$ cat src/rtl/imem_port_arbiter.sv
// imem_port_arbiter: shares one big-endian instruction memory port between
// the CPU fetch path and the program loader. Each access is sequenced by a
// small FSM. Addresses are range/alignment checked. Loader writes are
// verified by reading the word back.
module imem_port_arbiter #(
  parameter int DEPTH = 256,
  parameter int CNT_W = 16
) (
  input  logic             CLK,
  input  logic             Reset,
  input  logic             FetchReq,
  input  logic [31:0]      FetchAddr,
  output logic [31:0]      FetchData,
  output logic             FetchValid,
  output logic             FetchErr,
  input  logic             LoadReq,
  input  logic [31:0]      LoadAddr,
  input  logic [31:0]      LoadData,
  output logic             LoadAck,
  output logic             LoadErr,
  output logic [CNT_W-1:0] WriteCount,
  output logic             Busy,
  output logic [31:0]      IAddr,
  output logic [31:0]      IDataIn,
  output logic             RW,
  input  logic [31:0]      IDataOut
);

  typedef enum logic [2:0] {
    S_IDLE,
    S_FETCH,
    S_WRITE,
    S_VERIFY,
    S_DONE
  } state_t;

  localparam logic [31:0]      MAX_ADDR    = 32'(DEPTH - 4);
  localparam logic             GRANT_FETCH = 1'b0;
  localparam logic             GRANT_LOAD  = 1'b1;
  localparam logic [CNT_W-1:0] CNT_ONE     = {{(CNT_W-1){1'b0}}, 1'b1};
  localparam logic [CNT_W-1:0] CNT_MAX     = {CNT_W{1'b1}};

  state_t             state_q, state_d;
  logic               last_grant_q, last_grant_d;
  logic [31:0]        fetch_data_q, fetch_data_d;
  logic               fetch_valid_q, fetch_valid_d;
  logic               fetch_err_q, fetch_err_d;
  logic               load_ack_q, load_ack_d;
  logic               load_err_q, load_err_d;
  logic [CNT_W-1:0]   write_count_q, write_count_d;
  logic [31:0]        iaddr_q, iaddr_d;
  logic [31:0]        idatain_q, idatain_d;
  logic               rw_q, rw_d;

  logic               grant_load;
  logic [31:0]        sel_addr;
  logic               addr_legal;

  // Next-state and output logic; done/err pulses default low so they last one cycle
  always_comb begin
    state_d       = state_q;
    last_grant_d  = last_grant_q;
    fetch_data_d  = fetch_data_q;
    fetch_valid_d = 1'b0;
    fetch_err_d   = 1'b0;
    load_ack_d    = 1'b0;
    load_err_d    = 1'b0;
    write_count_d = write_count_q;
    iaddr_d       = iaddr_q;
    idatain_d     = idatain_q;
    rw_d          = rw_q;
    grant_load    = 1'b0;
    sel_addr      = FetchAddr;
    addr_legal    = 1'b0;

    case (state_q)
      S_IDLE: begin
        if (FetchReq || LoadReq) begin
          // On a tie, the side that did not win last time goes first
          grant_load   = LoadReq && (!FetchReq || (last_grant_q == GRANT_FETCH));
          last_grant_d = grant_load ? GRANT_LOAD : GRANT_FETCH;
          sel_addr     = grant_load ? LoadAddr : FetchAddr;
          addr_legal   = (sel_addr[1:0] == 2'b00) && (sel_addr <= MAX_ADDR);
          if (!addr_legal) begin
            // Rejected address: report straight away, memory port untouched
            state_d = S_DONE;
            if (grant_load) begin
              load_ack_d = 1'b1;
              load_err_d = 1'b1;
            end else begin
              fetch_valid_d = 1'b1;
              fetch_err_d   = 1'b1;
            end
          end else if (grant_load) begin
            state_d   = S_WRITE;
            iaddr_d   = sel_addr;
            idatain_d = LoadData;
            rw_d      = 1'b0;
          end else begin
            state_d = S_FETCH;
            iaddr_d = sel_addr;
            rw_d    = 1'b1;
          end
        end
      end
      S_FETCH: begin
        fetch_data_d  = IDataOut;
        fetch_valid_d = 1'b1;
        state_d       = S_DONE;
      end
      S_WRITE: begin
        // Same address is kept; switch to read for the verify cycle
        rw_d    = 1'b1;
        state_d = S_VERIFY;
      end
      S_VERIFY: begin
        load_ack_d = 1'b1;
        if (IDataOut != idatain_q) begin
          load_err_d = 1'b1;
        end else if (write_count_q != CNT_MAX) begin
          write_count_d = write_count_q + CNT_ONE;
        end
        state_d = S_DONE;
      end
      S_DONE: begin
        state_d = S_IDLE;
      end
      default: begin
        state_d = S_IDLE;
      end
    endcase
  end

  // State register with synchronous active-low reset
  always_ff @(posedge CLK) begin
    if (!Reset) begin
      state_q       <= S_IDLE;
      last_grant_q  <= GRANT_LOAD;
      fetch_data_q  <= 32'h0;
      fetch_valid_q <= 1'b0;
      fetch_err_q   <= 1'b0;
      load_ack_q    <= 1'b0;
      load_err_q    <= 1'b0;
      write_count_q <= {CNT_W{1'b0}};
      iaddr_q       <= 32'h0;
      idatain_q     <= 32'h0;
      rw_q          <= 1'b1;
    end else begin
      state_q       <= state_d;
      last_grant_q  <= last_grant_d;
      fetch_data_q  <= fetch_data_d;
      fetch_valid_q <= fetch_valid_d;
      fetch_err_q   <= fetch_err_d;
      load_ack_q    <= load_ack_d;
      load_err_q    <= load_err_d;
      write_count_q <= write_count_d;
      iaddr_q       <= iaddr_d;
      idatain_q     <= idatain_d;
      rw_q          <= rw_d;
    end
  end

  assign FetchData  = fetch_data_q;
  assign FetchValid = fetch_valid_q;
  assign FetchErr   = fetch_err_q;
  assign LoadAck    = load_ack_q;
  assign LoadErr    = load_err_q;
  assign WriteCount = write_count_q;
  assign Busy       = (state_q != S_IDLE);
  assign IAddr      = iaddr_q;
  assign IDataIn    = idatain_q;
  assign RW         = rw_q;

endmodule

$ cat config.mk
export PLATFORM = sky130hd
export DESIGN_NAME = imem_port_arbiter
export DESIGN_NICKNAME = d
export VERILOG_FILES = /design/src/rtl/imem_port_arbiter.sv
export SDC_FILE = /design/constraint.sdc
export NUM_CORES = 1
export LEC_CHECK = 0
export ABC_CLOCK_PERIOD_IN_PS = 3700
export CAP_MARGIN = 0
export CORE_MARGIN = 1.5
export CORE_UTILIZATION = 44
export DETAILED_ROUTE_END_ITERATION = 10
export PLACE_DENSITY = 0.85
export SYNTH_ARGS = -nofsm -noshare
export SYNTH_HDL_FRONTEND = slang
export SYNTH_SLANG_ARGS = --single-unit
$ cat constraint.sdc
create_clock -name CLK -period 3.7 [get_ports CLK]
set_input_delay 0.37 -clock CLK [delete_from_list [all_inputs] [get_ports CLK]]
set_output_delay 0.37 -clock CLK [all_outputs]
set_load 0.1 [all_outputs]
# == Yosys cells after proc, flatten, opt, wreduce, memory -nomap -nowiden ==
# Cells that the tools add are included.
# word_totals
regBits,121
wordCells,56
# classes
add_sub_neg,1
order_cmp,1
eq_ne,7
muxes,18
bitwise,2
reduce_logical,16
# ops
op,count
$le A32 B8 Y1 const B,1
$mux W32,1
$ne A32 B32 Y1,1
$add A16 B1 Y16 const B,1
$ne A16 B16 Y1 const B,1
$mux W1,9
$pmux W3 S3,1
$reduce_and A3 Y1,3
$pmux W1 S2,4
$eq A3 B2 Y1 const B,2
$mux W3,2
$ne A2 B2 Y1 const B,2
$reduce_and A2 Y1,2
$reduce_and A4 Y1,1
$eq A3 B1 Y1 const B,1
$logic_not A3 Y1,1
$reduce_bool A3 Y1,1
$logic_and A1 B1 Y1,2
$logic_not A2 Y1,1
$logic_or A1 B1 Y1,2
$mux W2,1
$not A1 Y1,2
$reduce_bool A2 Y1,1
$reduce_or A2 Y1,1
$logic_not A1 Y1,1

# == Longest topological paths before layout ==
# Gate-level depths: netlist of run 1.
# logic_depth
word_depth,9
ltp_mapped,9
mapped_depth_nobuf,6

# == Worst setup path after synthesis of run 1 ==
# Ideal clock, no wire load.
# synth_timing
path_kind,register to register
start,register idatain_q[3] (netlist: IDataIn[3])
end,register write_count_q[3] (netlist: WriteCount[3])
setup_time_ps,115
t_arrival_ps,2439
required_time_ps,3585
slack_ps,1146
path_stages_with_launch,8
cell_sequence,dfxtp_1 > xor2_1 > nor4_1 > nand4_1 > or2_0 > buf_2 > o31a_2 > o21a_1
# synth_between
elab_chain_len,3
# synth_rtl
element,line_no,rtl
start: declaration,52,"logic [31:0] idatain_q, idatain_d;"
start signal: assignment,158,idatain_q <= idatain_d;
$ne A32 B32 Y1,118,if (IDataOut != idatain_q) begin
$not A1 Y1 (no source line),n/a,
$reduce_and A3 Y1 (no source line),n/a,
end signal: assignment,144,write_count_q <= {CNT_W{1'b0}};
end signal: assignment,156,write_count_q <= write_count_d;
end: declaration,50,"logic [CNT_W-1:0] write_count_q, write_count_d;"
# Every way passes these cells.
# A chain may end at the register's enable or synchronous reset.

# == Worst setup path in the final report of run 1 ==
# layout_timing
start,register state_q[2]
end,output Busy
# layout_between
elab_chain_len,1
# layout_rtl
element,line_no,rtl
start: declaration,43,"state_t state_q, state_d;"
start signal: assignment,149,state_q <= state_d;
$reduce_bool A3 Y1,169,assign Busy = (state_q != S_IDLE);
end: declaration,22,"output logic Busy,"
# Every way passes these cells.

==> results of run 1 <==
[synth_stat cells (2+ instances only)]
| master | instances | share of area, % |
|---|---|---|
| a21oi_1 | 5 | 0.49 |
| a31o_2 | 2 | 0.35 |
| nor2_1 | 11 | 0.81 |
| a21boi_1 | 14 | 2.1 |
| mux2i_1 | 8 | 1.6 |
| xor2_1 | 33 | 5.7 |
| o21a_1 | 5 | 0.74 |
| and4_2 | 2 | 0.39 |
| and2_1 | 2 | 0.25 |
| nand3_1 | 14 | 1.4 |
| nand2_1 | 170 | 13 |
| and3_1 | 33 | 4.1 |
| dfxtp_1 | 121 | 48 |
| nor3_1 | 2 | 0.20 |
| o21ai_0 | 8 | 0.79 |
| inv_1 | 4 | 0.30 |
| buf_6 | 2 | 0.44 |
| nor4_1 | 23 | 2.8 |
| nand2b_1 | 9 | 1.1 |
| buf_2 | 6 | 0.59 |
| o22ai_1 | 2 | 0.25 |
| a21boi_0 | 52 | 7.7 |
| a31oi_1 | 3 | 0.37 |
| clkbuf_1 | 29 | 2.1 |
| nand4_1 | 10 | 1.2 |
[worst max-delay path by stage]
stage	from	end	slack [ns]	cells past startpoint
after floorplan	IDataIn[3]	WriteCount[3]	1.15	7
after global placement	LoadReq	IDataIn[21]	0.76	6
after detailed placement	LoadReq	IDataIn[31]	0.66	6
after CTS	state_q[2]	Busy	0.82	3
after global routing	state_q[2]	Busy	0.71	3
final	state_q[2]	Busy	0.85	3
[cells by family (layout without fill, tap and decap cells)]
logic type | after synthesis | count (layout) | share of synthesized area (%)
XOR/XNOR | 33 | 33 | 5.70
flip-flops | 121 | 121 | 47.8
AO/OA/AOI/OAI | 98 | 98 | 14.3
multiplexers | 8 | 8 | 1.58
AND/OR/NAND/NOR | 287 | 287 | 26.7
adder cells (fa/ha/maj) | 1 | 1 | 0.247
buffers and inverters | 43 | 288 | 3.70
[sequential cells by signal, indices dropped and copies added (netlist names)]
name and cells:
FetchData 32, FetchErr 1, FetchValid 1, IAddr 32
IDataIn 32, LoadAck 1, LoadErr 1, RW 1
WriteCount 16, last_grant_q 1, state_q 3
[power breakdown]
| part | switching (mW) | internal [mW] | leakage (nW) |
|---|---|---|---|
| clock | 0.597 | 1.11 | 0.295 |
| sequential | 0.00328 | 1.31 | 0.975 |
| combinational | 0.109 | 0.158 | 1.90 |
[placed cells by master, fill, tap and decap left out, drive strengths merged, types with 9 or more instances in the layout]
cell             n
a21boi          67
xor2            33
nand4           10
clkbuf          21
nor2            11
nand3           14
nand2b           9
nor4            23
nand2          170
clkdlybuf4s50  248
dfxtp          121
and3            34
[worst max-delay path: cells and delay by family (launching register included)]
family | cells | cell delay, ns
DFF | 1 | 0.37
and+or+nand+nor | 1 | 0.43
buffers and inverters | 2 | 1.28
[through the flow]
stage	utilization (%)	worst slack [ns]	hold WS [ns]	instances	power [mW]
after global routing	72.6	0.710	0.489	979	3.39
final	72.6	0.852	0.464	979	3.29
after global placement	67.2	0.756	0.452	947	1.60
after detailed placement	67.2	0.660	0.459	947	1.60
after CTS	72.6	0.823	0.467	979	3.31
after floorplan	-	1.15	0.506	591	1.43
[cell type report]
type | instances | area [um^2] | share of cell area, %
clock buffer | 21 | 470 | 5.72
clock inverter | 11 | 145 | 1.77
timing repair buffer | 252 | 2510 | 30.6
sequential | 121 | 2420 | 29.5
tap | 143 | 179 | 2.18
inverter | 4 | 15.0 | 0.183
multi-input combinational | 427 | 2470 | 30.1
[per-layer routing]
layer  up-vias  GRT usage (%)  wire [um]
li1       2475              -          -
met4         0           12.3        482
met3        32           7.35       1080
met2       175           47.1       8490
met5         -              0          0
met1      2336           31.3       6530
==> flow_metrics.env, run 1 <==
export IMPL_status="completed"
export IMPL_dpl_hpwl_um=12100
export IMPL_h_tree_depth=4
export IMPL_avgSynthCellArea_um2=8.58
export IMPL_tightest_slew_ns=1.14
export IMPL_antenna_cells=0
export IMPL_die_w_um=110
export IMPL_cts_setup_buffers=0
export IMPL_synth_nets=724
export IMPL_cpPeakStageDelay_ns=1.03
export IMPL_hold_buffers=0
export IMPL_grt_pass1_vias=5065
export IMPL_ys_flop_type="dfxtp_1"
export IMPL_powerDensity_mw_per_mm2=400
export IMPL_synthCells=591
export IMPL_io_pins=250
export IMPL_placed_area_mm2=0.00760
export IMPL_required_ns=3.33
export IMPL_port_buffers=249
export IMPL_fin_crit_ns=2.85
export IMPL_design_area_mm2=0.00822
export IMPL_slowest_stage="clkdlybuf4s50_1"
export IMPL_grt_max_degree=136
export IMPL_vias_per_cell=5.13
export IMPL_drtAntennaViolNets=0
export IMPL_cts_tree="built"
export IMPL_worstPathCellList="nor3_1 -> inv_1 -> clkdlybuf4s50_1"
export IMPL_first_iter_violations=285
export IMPL_syn_cell_area_mm2=0.00507
export IMPL_timing_slew_headroom_pct=24.0
export IMPL_drv_cap=0
export IMPL_dieArea_mm2=0.0122
export IMPL_wl_um=16600
export IMPL_finalSetupViolations=0
export IMPL_cts_sinks=121
export IMPL_ir_drop_mv=0.324
export IMPL_hold_path_class="reg -> reg"
export IMPL_cts_resized=0
export IMPL_yosysUniqueCellTypes=46
export IMPL_drtPass1Iterations=4
export IMPL_antenna_found_initial=0
export IMPL_nNetsFinal=956
export IMPL_async_reset_ff_share_pct=0
export IMPL_drive_gt1_share_pct=5.98
export IMPL_nFillCells=855
export IMPL_worstReg2RegStart="last_grant_q"
export IMPL_rows=39
export IMPL_hold_depth=2
export IMPL_r2r_slack_ns=1.28
export IMPL_yosys_warnings=0
export IMPL_start_util_pct=44.8
export IMPL_cp_start_kind="flop"
export IMPL_power_static_leakage_nw=3.17
export IMPL_min_delay_start="FetchData[0]"
export IMPL_critPathMaxFanout=7
export IMPL_clock_skew_ns=0.00812
export IMPL_clk_latency_ns=0.41
export IMPL_synth_edf_count=0
export IMPL_grt_overflow=0
export IMPL_clockRootBuffer="clkbuf_16"
export IMPL_critPathArrivalTime_ns=2.48
export IMPL_vias=5018
export IMPL_cp_end_kind="primary output"
export IMPL_die_height_um=110
export IMPL_ctsLongestPathBuffers=2
export IMPL_r2r_end="IDataIn[6]"
export IMPL_fin_tns_setup_ns=0
export IMPL_clkSlewWorstSetupHoldPaths_ns=0.05
export IMPL_area_growth_pct=62.0
export IMPL_ff2ff_path_depth=5
export IMPL_synth_seq_cells=121
export IMPL_worstHoldEndpoint="FetchData[0]"
export IMPL_maxSlewViolCount=0
export IMPL_cts_made_buffers=17
export IMPL_grt_setup_unrepaired="no"
export IMPL_path_class="reg -> out"
export IMPL_track_usage_pct=27.2
export IMPL_max_clock_freq_mhz=351
export IMPL_post_route_drc_count=0
export IMPL_synth_yosys_seq_area_share_pct=47.8
export IMPL_finalHoldViolations=0
export IMPL_core_mm2=0.0113
export IMPL_fin_crit_sh_pct=77.0
export IMPL_avgRoutedWirePerCell_um=16.9
export IMPL_grt_pass1_wl_um=25000
export IMPL_place_gp_congestion=0.851
Power figures use the tool's default switching activity.
==> run 2: changes to the inputs <==
- ABC_CLOCK_PERIOD_IN_PS: 3700 -> 2800
- CORE_UTILIZATION: 44 -> 41
- PLACE_DENSITY: 0.85 -> 0.8
- clock period: 3.7 -> 2.8 ns (I/O delays scaled with it)
==> run 2 against run 1 <==
Utilization is 6.6 points lower. Die area is 7.1% higher. Via count hardly changed. Largest power group unchanged. Clock power is 22% higher. Hold slack worse by 0.050 ns. Sequential share of layout area is 0.95 points higher. Flip-flop and latch count stayed put. Clock-buffer cell count stayed put.
==> flow_metrics.env, run 2 (synthesis gave the netlist of run 1 again) <==
export IMPL_final_common_cell="nand2_1"
export IMPL_slowest_stage="nor4_1"
export IMPL_fin_crit_sh_pct=77.6
export IMPL_clock_skew_ns=0.0181
export IMPL_place_gp_congestion=0.857
export IMPL_area_growth_pct=56.9
export IMPL_wl_um=16100
export IMPL_r2r_end="WriteCount[3]"
export IMPL_avgRoutedWirePerCell_um=15.9
export IMPL_cts_setup_buffers=0
export IMPL_final_cell_mix="170 x nand2_1, 130 x clkdlybuf4s50_1, 128 x buf_4"
export IMPL_path_class="reg -> reg"
export IMPL_max_clock_freq_mhz=460
export IMPL_fin_cells=1010
export IMPL_drtPass1Iterations=4
export IMPL_grt_overflow=0
export IMPL_fin_crit_ns=2.17
export IMPL_core_mm2=0.0121
export IMPL_worstHoldEndpoint="IDataIn[6]"
export IMPL_io_pins=250
export IMPL_cts_tree="built"
export IMPL_cp_end_kind="flop"
export IMPL_post_route_drc_count=0
export IMPL_worstReg2RegStart="IDataIn[28]"
export IMPL_hold_buffers=0
export IMPL_vias=5016
export IMPL_grt_max_degree=91
export IMPL_p_switching_mw=0.927
export IMPL_antenna_found_initial=2
export IMPL_track_usage_pct=25.0
export IMPL_critPathArrivalTime_ns=2.48
export IMPL_ff2ff_path_depth=6
export IMPL_grt_setup_unrepaired="no"
export IMPL_finalHoldViolations=0
export IMPL_clockPowerShare_pct=50.0
export IMPL_vias_per_cell=4.97
export IMPL_drtAntennaViolNets=0
export IMPL_placed_area_mm2=0.00738
export IMPL_required_ns=3.10
export IMPL_nNetsFinal=962
export IMPL_grt_pass1_wl_um=24900
export IMPL_port_buffers=249
export IMPL_drive_gt1_share_pct=20.8
export IMPL_cts_resized=0
export IMPL_timing_slew_headroom_pct=47.3
export IMPL_status="completed"
export IMPL_clockRootBuffer="clkbuf_16"
export IMPL_fin_util_pct=66.0
export IMPL_antenna_cells=0
export IMPL_intPower_mw=3.24
export IMPL_drv_cap=0
export IMPL_switching_share_pct=22.2
export IMPL_critPathMaxFanout=6
export IMPL_die_w_um=114
export IMPL_power_static_leakage_nw=3.41
export IMPL_dp_cells=978
export IMPL_finalSetupViolations=0
export IMPL_h_tree_depth=4
export IMPL_r2r_slack_ns=0.63
export IMPL_clkSlewWorstSetupHoldPaths_ns=0.06
export IMPL_grt_pass1_vias=4871
export IMPL_tightest_slew_ns=0.791
export IMPL_p_seq_share_pct=41.6
export IMPL_start_util_pct=42.1
export IMPL_die_height_um=114
export IMPL_min_delay_start="LoadData[6]"
export IMPL_worstPathCellList="xor2_1 -> nor4_1 -> nand4_1 -> or2_0 -> o31a_2 -> o21a_1"
export IMPL_dieArea_mm2=0.0130
export IMPL_cts_made_buffers=17
export IMPL_cp_start_kind="flop"
export IMPL_p_comb_share_pct=8.5
export IMPL_clk_latency_ns=0.43
export IMPL_hold_depth=3
export IMPL_ctsLongestPathBuffers=2
export IMPL_ir_drop_mv=0.411
export IMPL_fin_tns_setup_ns=0
export IMPL_first_iter_violations=355
export IMPL_dpl_hpwl_um=11800
export IMPL_cpPeakStageDelay_ns=0.39
export IMPL_rows=40
export IMPL_design_area_mm2=0.00796
export IMPL_maxSlewViolCount=0
export IMPL_powerDensity_mw_per_mm2=524
export IMPL_cts_sinks=121
export IMPL_hold_path_class="in -> reg"
==> run 2: per-stage QoR <==
| stage | hold slack [ns] | total power, mW | setup WS [ns] |
|---|---|---|---|
| after floorplan | 0.419 | 1.89 | 0.246 |
| after global placement | 0.452 | 2.12 | 0.290 |
| after detailed placement | 0.457 | 2.12 | 0.220 |
| after CTS | 0.404 | 4.20 | 0.609 |
| after global routing | 0.416 | 4.33 | 0.446 |
| final | 0.414 | 4.17 | 0.628 |
==> run 2: final cells by class <==
type / count / area (um^2)
Fill cell: 969 / 4100
Multi-Input combinational cell: 427 / 2470
Sequential cell: 121 / 2420
Timing Repair Buffer: 258 / 2260
Clock buffer: 21 / 480
Tap cell: 168 / 210
Clock inverter: 11 / 96.3
Inverter: 4 / 15.0
==> run 2: power groups by stage <==
stage | logic (mW) | clock network (mW) | registers [mW]
after floorplan | 0.0934 | 0 | 1.80
after detailed placement | 0.351 | 0 | 1.77
final | 0.353 | 2.08 | 1.73
after global placement | 0.347 | 0 | 1.77
after global routing | 0.375 | 2.22 | 1.73
after CTS | 0.353 | 2.11 | 1.73
==> run 2: layer usage <==
| metal | GRT usage, % | up-vias | part of all wire, % | routed length, um |
|---|---|---|---|---|
| li1 | - | 2484 | - | - |
| met1 | 30.9 | 2307 | 42 | 6770 |
| met2 | 41.2 | 191 | 50 | 7990 |
| met3 | 6.78 | 30 | 5.9 | 945 |
| met4 | 10.4 | 4 | 2.2 | 361 |
| met5 | 0 | - | 0.11 | 18 |
==> run 2: worst max path at each step <==
| stage | startpoint | to | slack (ns) | depth (start not counted) |
|---|---|---|---|---|
| floorplan | IDataIn[3] | WriteCount[3] | 0.25 | 7 |
| global placement | IDataOut[12] | WriteCount[3] | 0.29 | 7 |
| detailed placement | IDataOut[28] | WriteCount[3] | 0.22 | 7 |
| CTS | IDataIn[28] | WriteCount[3] | 0.61 | 6 |
| global route | state_q[2] | IAddr[6] | 0.45 | 7 |
| finish | IDataIn[28] | WriteCount[3] | 0.63 | 6 |
==> run 2: critical path: cells and delay by family, from the launching register on <==
kind | cells | cell delay, ns
AND/OR/NAND/NOR | 3 | 0.97
AO/OA/AOI/OAI | 2 | 0.57
flip-flops | 1 | 0.33
XOR/XNOR | 1 | 0.17
==> run 3: changes to the inputs <==
- ABC_CLOCK_PERIOD_IN_PS: 2800 -> 2200
- clock period: 2.8 -> 2.2 ns (I/O delays scaled with it)
==> run 3 against run 2 <==
Sequential power is 28% higher. Setup slack worse by 0.57 ns. Largest power group unchanged. Largest cell class unchanged. Final area is 3.8% higher. Via count is 1.8% higher.
==> flow_metrics.env, run 3 (synthesis gave the netlist of run 1 again) <==
export IMPL_required_ns=2.50
export IMPL_dieArea_mm2=0.0130
export IMPL_maxSlewViolCount=0
export IMPL_grt_overflow=0
export IMPL_wl_um=16000
export IMPL_fin_util_pct=68.5
export IMPL_start_util_pct=42.1
export IMPL_hold_worst_slack_ns=0.300
export IMPL_crit_family="simple AND/OR/NAND/NOR gates"
export IMPL_timing_slew_headroom_pct=49.0
export IMPL_first_iter_violations=303
export IMPL_dp_slack_ns=-0.381
export IMPL_io_pins=250
export IMPL_slowest_stage="o31a_2"
export IMPL_final_common_cell="nand2_1"
export IMPL_clock_skew_ns=0.00801
export IMPL_clk_latency_ns=0.41
export IMPL_cp_end_kind="flop"
export IMPL_final_cell_mix="170 x nand2_1, 134 x buf_4, 130 x clkdlybuf4s50_1"
export IMPL_fin_crit_ns=2.14
export IMPL_die_height_um=114
export IMPL_drv_cap=0
export IMPL_tightest_slew_ns=0.765
export IMPL_critPathMaxFanout=6
export IMPL_rows=40
export IMPL_die_w_um=114
export IMPL_grt_pass1_wl_um=25100
export IMPL_ctsLongestPathBuffers=2
export IMPL_nNetsFinal=973
export IMPL_status="completed"
export IMPL_cts_tree="built"
export IMPL_finalSetupViolations=0
export IMPL_clockRootBuffer="clkbuf_16"
export IMPL_hold_path_class="in -> reg"
export IMPL_finalHoldViolations=0
export IMPL_track_usage_pct=24.8
export IMPL_fin_tns_setup_ns=0
export IMPL_powerDensity_mw_per_mm2=686
export IMPL_area_growth_pct=62.9
export IMPL_drive_gt1_share_pct=27.2
export IMPL_clkSlewWorstSetupHoldPaths_ns=0.05
export IMPL_cts_sinks=121
export IMPL_dpl_hpwl_um=12000
export IMPL_postLayoutSetupSlackWorst_ns=0.0585
export IMPL_h_tree_depth=4
export IMPL_power_static_leakage_nw=3.56
export IMPL_vias_per_cell=5.00
export IMPL_hold_buffers=0
export IMPL_vias=5104
export IMPL_post_route_drc_count=0
export IMPL_finalPower_mw=5.67
export IMPL_antenna_cells=0
export IMPL_critPathArrivalTime_ns=2.44
export IMPL_cts_setup_buffers=0
export IMPL_critPathBufInv=1
export IMPL_avgRoutedWirePerCell_um=15.7
export IMPL_port_buffers=249
export IMPL_worstPathCellList="xor2_1 -> nor4_2 -> buf_4 -> nand4_1 -> or2_1 -> o31a_2 -> o21a_1"
export IMPL_ir_drop_mv=0.522
export IMPL_place_gp_congestion=0.893
export IMPL_max_clock_freq_mhz=467
export IMPL_drtAntennaViolNets=0
export IMPL_fin_crit_sh_pct=97.3
export IMPL_cpPeakStageDelay_ns=0.36
export IMPL_grt_pass1_vias=5083
export IMPL_grt_max_degree=63
export IMPL_cts_made_buffers=17
export IMPL_path_class="reg -> reg"
export IMPL_antenna_found_initial=0
export IMPL_drtPass1Iterations=4
export IMPL_cp_start_kind="flop"
export IMPL_core_mm2=0.0121
run 3: cell type report:
| type | instances | area (um^2) |
|---|---|---|
| Tap cell | 168 | 210 |
| Clock inverter | 7 | 135 |
| Fill cell | 961 | 3800 |
| Clock buffer | 25 | 515 |
| Inverter | 4 | 18.8 |
| Sequential cell | 121 | 2480 |
| Timing Repair Buffer | 269 | 2410 |
| Multi-Input combinational cell | 427 | 2500 |
run 3: per-layer routing:
| layer | part of all wire (%) | vias up | wire length (um) | GRT usage, % |
|---|---|---|---|---|
| met2 | 49 | 205 | 7870 | 42.7 |
| li1 | - | 2509 | - | - |
| met5 | 0 | - | 0 | 0 |
| met3 | 6.2 | 43 | 993 | 6.25 |
| met4 | 3.8 | 0 | 605 | 12.6 |
| met1 | 41 | 2347 | 6580 | 28.7 |
run 3: power breakdown:
part           switching (mW)  leakage [nW]  internal, mW
Combinational           0.184          2.24         0.273
Clock                   0.936         0.323          2.07
Sequential            0.00610         0.998          2.20
Total                    1.13          3.56          4.54
run 3: timing repair:
item                                    CTS  global route
endpoints found under the setup margin    2            14
pin swaps                                 0             0
gates resized for setup                   2             1
run 3: stage by stage:
step | area, um^2 | instances
floorplan | 5140 | 591
global placement | 7600 | 989
detailed placement | 7600 | 989
CTS | 8260 | 1021
global route | 8260 | 1021
finish | 8260 | 1021
run 3: final timing paths:
path | cells past startpoint | endpoint | slack, ns | startpoint
hold reg to reg | 2 | FetchData[22] | 0.46 | FetchData[22]
hold / removal | 2 | last_grant_q | 0.30 | Reset
setup reg to reg | 7 | WriteCount[3] | 0.06 | IDataIn[28]
setup / recovery | 7 | WriteCount[3] | 0.06 | IDataIn[28]
run 3: worst reg2reg max path, cell delays in order, from the launching register on:
cell and delay, ns:
dfxtp_2 0.34, xor2_1 0.17, nor4_2 0.33, buf_4 0.17, nand4_1 0.14, or2_1 0.34
o31a_2 0.37, o21a_1 0.18
